===== src/rtl/rom_dump_streamer.sv =====
// rom_dump_streamer: walks every address of an IP3601/IP3604 bipolar PROM,
// waits for the data bus to settle, samples it and sends each byte as an
// 8N1 UART frame. The dump can be aborted, but a frame that has started is
// always finished.
module rom_dump_streamer #(
  parameter int BAUD_DIVISOR  = 434,
  parameter int SETTLE_CYCLES = 16
) (
  input  logic       clk,
  input  logic       reset_n,
  input  logic       start,
  input  logic       abort,
  input  logic       chip_type,
  input  logic [7:0] data_line_in,
  output logic [8:0] address_line,
  output logic       chip_enable,
  output logic       uart_tx,
  output logic       busy,
  output logic       done
);

  typedef enum logic [2:0] {
    IDLE, SETUP, SETTLE, SAMPLE, SEND, NEXT, FINISH
  } state_t;

  localparam logic [7:0]  SETTLE_LAST = 8'(SETTLE_CYCLES - 1);
  localparam logic [15:0] BAUD_LAST   = 16'(BAUD_DIVISOR - 1);

  state_t      state, next_state;
  logic [8:0]  addr;
  logic        chip_sel;     // chip type latched when the dump starts
  logic [7:0]  tx_byte;
  logic [7:0]  settle_cnt;
  logic [15:0] baud_cnt;
  logic [3:0]  bit_idx;      // 0 = start bit, 1..8 = data, 9 = stop bit
  logic        abort_pend;
  logic        tx_q;
  logic [8:0]  last_addr;
  logic        bit_end;
  logic        frame_end;

  assign last_addr = chip_sel ? 9'd511 : 9'd255;
  assign bit_end   = (baud_cnt == BAUD_LAST);
  assign frame_end = bit_end && (bit_idx == 4'd9);

  // State register.
  // NOTE: sequential state uses non-blocking assignments so every flop samples pre-edge values.
  always_ff @(posedge clk or negedge reset_n) begin
    if (!reset_n) state <= IDLE;
    else          state <= next_state;
  end

  // Next-state decode; abort is honoured at once except inside a frame.
  // NOTE: next_state gets a default before the case so no latch is inferred.
  always_comb begin
    next_state = state;
    unique case (state)
      IDLE:    if (start && !abort) next_state = SETUP;
      SETUP:   next_state = abort ? FINISH : SETTLE;
      SETTLE:  if (abort)                          next_state = FINISH;
               else if (settle_cnt == SETTLE_LAST) next_state = SAMPLE;
      SAMPLE:  next_state = abort ? FINISH : SEND;
      SEND:    if (frame_end) next_state = (abort_pend || abort) ? FINISH : NEXT;
      NEXT:    next_state = (abort || addr == last_addr) ? FINISH : SETTLE;
      FINISH:  next_state = IDLE;
      default: next_state = IDLE;
    endcase
  end

  // Address counter, settle timer, UART shifter and pending-abort flag.
  always_ff @(posedge clk or negedge reset_n) begin
    if (!reset_n) begin
      addr       <= '0;
      chip_sel   <= 1'b0;
      tx_byte    <= '0;
      settle_cnt <= '0;
      baud_cnt   <= '0;
      bit_idx    <= '0;
      abort_pend <= 1'b0;
      tx_q       <= 1'b1;
    end else begin
      if (state == IDLE && next_state == SETUP) chip_sel <= chip_type;

      if (state == IDLE || next_state == FINISH)     addr <= '0;
      else if (state == NEXT && next_state == SETTLE) addr <= addr + 9'd1;

      settle_cnt <= (state == SETTLE) ? settle_cnt + 8'd1 : 8'd0;

      if (state == SEND && abort)  abort_pend <= 1'b1;
      else if (state != SEND)      abort_pend <= 1'b0;

      if (state == SAMPLE && next_state == SEND) begin
        tx_byte  <= chip_sel ? data_line_in : {4'b0000, data_line_in[3:0]};
        tx_q     <= 1'b0;
        baud_cnt <= '0;
        bit_idx  <= '0;
      end else if (state == SEND) begin
        if (bit_end) begin
          baud_cnt <= '0;
          bit_idx  <= bit_idx + 4'd1;
          // Next level on the line: data bit, then stop bit / idle high.
          tx_q     <= (bit_idx < 4'd8) ? tx_byte[bit_idx[2:0]] : 1'b1;
        end else begin
          baud_cnt <= baud_cnt + 16'd1;
        end
      end else begin
        tx_q <= 1'b1;
      end
    end
  end

  assign address_line = addr;
  assign chip_enable  = (state == SETUP) || (state == SETTLE) || (state == SAMPLE);
  assign uart_tx      = tx_q;
  assign busy         = (state != IDLE);
  assign done         = (state == FINISH);

endmodule


===== config.mk =====
export PLATFORM = sky130hd
export DESIGN_NAME = rom_dump_streamer
export DESIGN_NICKNAME = d
export VERILOG_FILES = /design/src/rtl/rom_dump_streamer.sv
export SDC_FILE = /design/constraint.sdc
export NUM_CORES = 1
export LEC_CHECK = 0
export CAP_MARGIN = 40
export CORE_MARGIN = 3
export CORE_UTILIZATION = 57
export CTS_CLUSTER_SIZE = 8
export DETAILED_ROUTE_END_ITERATION = 6
export HOLD_SLACK_MARGIN = 0.15
export PLACE_DENSITY = 0.79
export SLEW_MARGIN = 25
export SYNTH_ARGS = -nofsm -noshare
export SYNTH_HDL_FRONTEND = slang
export SYNTH_SLANG_ARGS = --single-unit

===== constraint.sdc =====
create_clock -name clk -period 2.05 [get_ports clk]
set_input_delay 0.41 -clock clk [delete_from_list [all_inputs] [get_ports clk]]
set_output_delay 0.41 -clock clk [all_outputs]
set_load 0.02 [all_outputs]

==> summary.txt <==
Run status
  • Status: complete, no violations

Routing
  • DRT Pass-1 Iters: 4
  • Initial drt markers: approximately 180
  • Avg Vias per Cell: 5.95
  • Routed via count: 2361
  • Routed Antenna Nets: 0
  • Avg WL per Cell: 15.1 um
  • DR DRC count: 0
  • Final wirelength: 5990 um

Global routing
  • Largest net degree at the start of global routing: 30
  • M1 GR Usage: 30.0%
  • Met2 Track Usage GR: 35.6%
  • GRT met3 Usage: around 3.5%
  • First-pass GRT wire length: around 11000 um
  • Initial antenna violation count: 0
  • Overflow after GRT: 0
  • Top Usage Layer GRT: met2
  • Vias in the first global route: 2322
  • Tot GR Track Use: between 20% and 30%

Floorplan
  • Core Footprint: around 0.0048 mm^2
  • Die Span X: 77.1 um
  • Initial core utilization: 59.8%
  • # IOs: 26
  • Die area: 0.00594 mm^2
  • Chip Height: a little under 80 um
  • Core Rows: 25

Cells and area
  • Area grow syn2layout: 20.4%
  • N_diodes: 0
  • Cell area after layout: 0.00347 mm^2
  • Nets: 348
  • Most frequent cells in the layout: dfrtp_1 (48), nand2_1 (34), clkdlybuf4s50_1 (21), buf_4 (21)
  • Commonest non-fill, non-tap cell in the layout: dfrtp_1
  • Layout cells sized above 1: 17.6%
  • Fin util: a little under three quarters

Setup path
  • Crit path DAT: 1.54 ns
  • Worst reg2reg path endpoint: address_line[8]$_DFFE_PN0P_
  • Worst Path Max Fanout: 7
  • Worst R2R Setup Slack: 0.15 ns
  • CP Launch Point: state[0]$_DFF_PN0_
  • Worst Path Required: 1.64 ns
  • R2R cell count: 5
  • CP endpoint kind: output port
  • CP Launch Type: flop
  • Worst setup path endpoint: chip_enable
  • Critical path class: reg -> out
  • Reg2reg start: state[1]$_DFF_PN0_

Logic synthesis
  • Syn Nets: 308
  • Yosys top cell by area: dfrtp_1
  • Mapped Cells: 289
  • FFs w/ async S/R, synth: 100%
  • Mapped Area: 0.00288 mm^2
  • Number of flops mapped to enable cells by yosys: 0
  • Syn. warnings: 0
  • Top FF cell, synth: dfrtp_1
  • Synth cell types: 53
  • Area contributors post-synth: dfrtp_1 (43%), nand2_1 (4.4%), mux2i_1 (3.1%), nand3_1 (2.8%), ha_1 (2.6%)
  • Synth top area share: 43.5%
  • Register area share after synthesis: 44.4%
  • Mean Syn Cell Area: 9.96 um^2
  • #FFs+latches synth: 51

Clock tree
  • Inserted Clock Buffers: 5
  • Reg clk slew, reported paths: roughly 0.09 ns
  • Worst skew pair latency: 0.31 ns
  • Clock Path Buffers: 2
  • CTS HTree Levels: 2
  • CTS tree: yes
  • Clk sinks: 51
  • CTS Root Cell: clkbuf_8

STA
  • Final worst path period share: 95.1%
  • Final hold violations: 0
  • Worst-Margin Slew: ~0.55 ns
  • Fmax: around 500 MHz
  • Worst Skew: 0.00993 ns
  • Final slew viol count: 0
  • Setup TNS Final: 0 ns
  • Hold slack: approximately 0.47 ns
  • Final setup fails: 0
  • Max_slew headroom: 63.1%
  • Fin crit period: about 2.0 ns
  • RSZ-0062 raised after global routing: no

Pwr
  • Sw Pwr: roughly 0.0015 W
  • Internal power: 0.00238 W
  • Total leakage power: between 1 and 1.5 nW
  • Power density cells: 1120 mW/mm^2
  • Switching share of power: 38.7%
  • Worst vdd ir: 0.674 mV
  • Clock power frac: 18.8%
  • Seq pwr share: around two fifths
  • Logic gate share of total power: 39.9%

Placement
  • Area after DPL: 0.00332 mm^2
  • Gpl congestion: ~0.84
  • Port Buffer Count: 25
  • DP Wirelength: 4220 um

Flow run
  • Max cap viols: 0

Hold path
  • Worst Hold Class: reg -> reg
==> registers in the layout (all words and copies together), names as in the netlist <==
register / cells
baud_cnt: 16
bit_idx: 4
chip_sel: 1
abort_pend: 1
tx_byte: 8
address_line: 9
uart_tx: 1
state: 3
settle_cnt: 8
==> metrics by stage <==
step | worst slack (ns) | std cells | total power (W)
global placement | -0.0829 | 387 | 0.00310
CTS | 0.00352 | 396 | 0.00388
floorplan | 0.141 | 289 | 0.00261
finish | 0.0995 | 397 | 0.00388
detailed placement | -0.109 | 387 | 0.00315
global route | 0.00449 | 397 | 0.00416
==> worst max-delay path, stage by stage (launching register included) <==
cell and delay, ns:
dfrtp_1 0.47, buf_4 0.19, nor2_2 0.18, nor2_1 0.08
dlygate4sd2_1 0.32
==> worst min path at each step <==
| stage | startpoint | endpoint | slack (ns) | cells after the start |
|---|---|---|---|---|
| 4_1_cts | settle_cnt[0]$_DFF_PN0_ | settle_cnt[0]$_DFF_PN0_ | 0.47 | 1 |
| 3_3_place_gp | reset_n | baud_cnt[7]$_DFFE_PN0P_ | 0.42 | 1 |
| 2_1_floorplan | reset_n | abort_pend$_DFFE_PN0P_ | 0.11 | 0 |
| 3_5_place_dp | reset_n | baud_cnt[7]$_DFFE_PN0P_ | 0.43 | 1 |
| 5_1_grt | settle_cnt[0]$_DFF_PN0_ | settle_cnt[0]$_DFF_PN0_ | 0.50 | 1 |
| 6_report | settle_cnt[0]$_DFF_PN0_ | settle_cnt[0]$_DFF_PN0_ | 0.47 | 1 |
==> logic make-up after synthesis <==
family | synth area share, %
buf+inv | 3.91
xor+xnor | 2.39
fa+ha+maj | 2.61
flops | 44.4
compound gates | 16.9
mux | 7.04
simple gates | 22.8
==> cell usage after synthesis, drive strengths merged (5+ instances only) <==
cell     n
o31ai    5
and3     5
a21oi   12
a221oi   5
nand4    8
dfrtp   50
nor4     7
a31oi    6
mux2     6
mux2i    9
nor3     9
nor2    17
o21ai   15
clkbuf   8
buf      8
nand2   34
nand3   16
ha       6
inv      8
==> power by group through the flow <==
stage / clock network [W] / registers [W] / logic, W
5_1_grt: 0.000791 / 0.00166 / 0.00171
3_3_place_gp: 0 / 0.00160 / 0.00150
4_1_cts: 0.000741 / 0.00160 / 0.00154
2_1_floorplan: 0 / 0.00151 / 0.00109
3_5_place_dp: 0 / 0.00161 / 0.00154
6_report: 0.000728 / 0.00161 / 0.00155
==> timing repair <==
action,CTS,global route
setup endpoints to repair,3,3
buffers inserted,0,1
resized for setup,5,2
pin swaps,1,0
hold buffers,1,0
hold endpoints to repair,22,0
==> cell type report <==
cell class                 instances  area [um^2]
clock inverter                     2         35.0
timing repair buffer              49          453
tap                               67         83.8
multi-input combinational        214         1500
fill                             377         1350
clock buffer                       6         82.6
inverter                           8         30.0
sequential                        51         1280
==> per-layer routing <==
metal  vias up  share of wire [%]  routed length (um)
met5         -                  0                   0
met4         0                1.5                  91
met3         9                4.4                 261
met2        53                 48                2860
met1      1142                 46                2770
li1       1157                  -                   -
(Power assumes the default switching activity.)
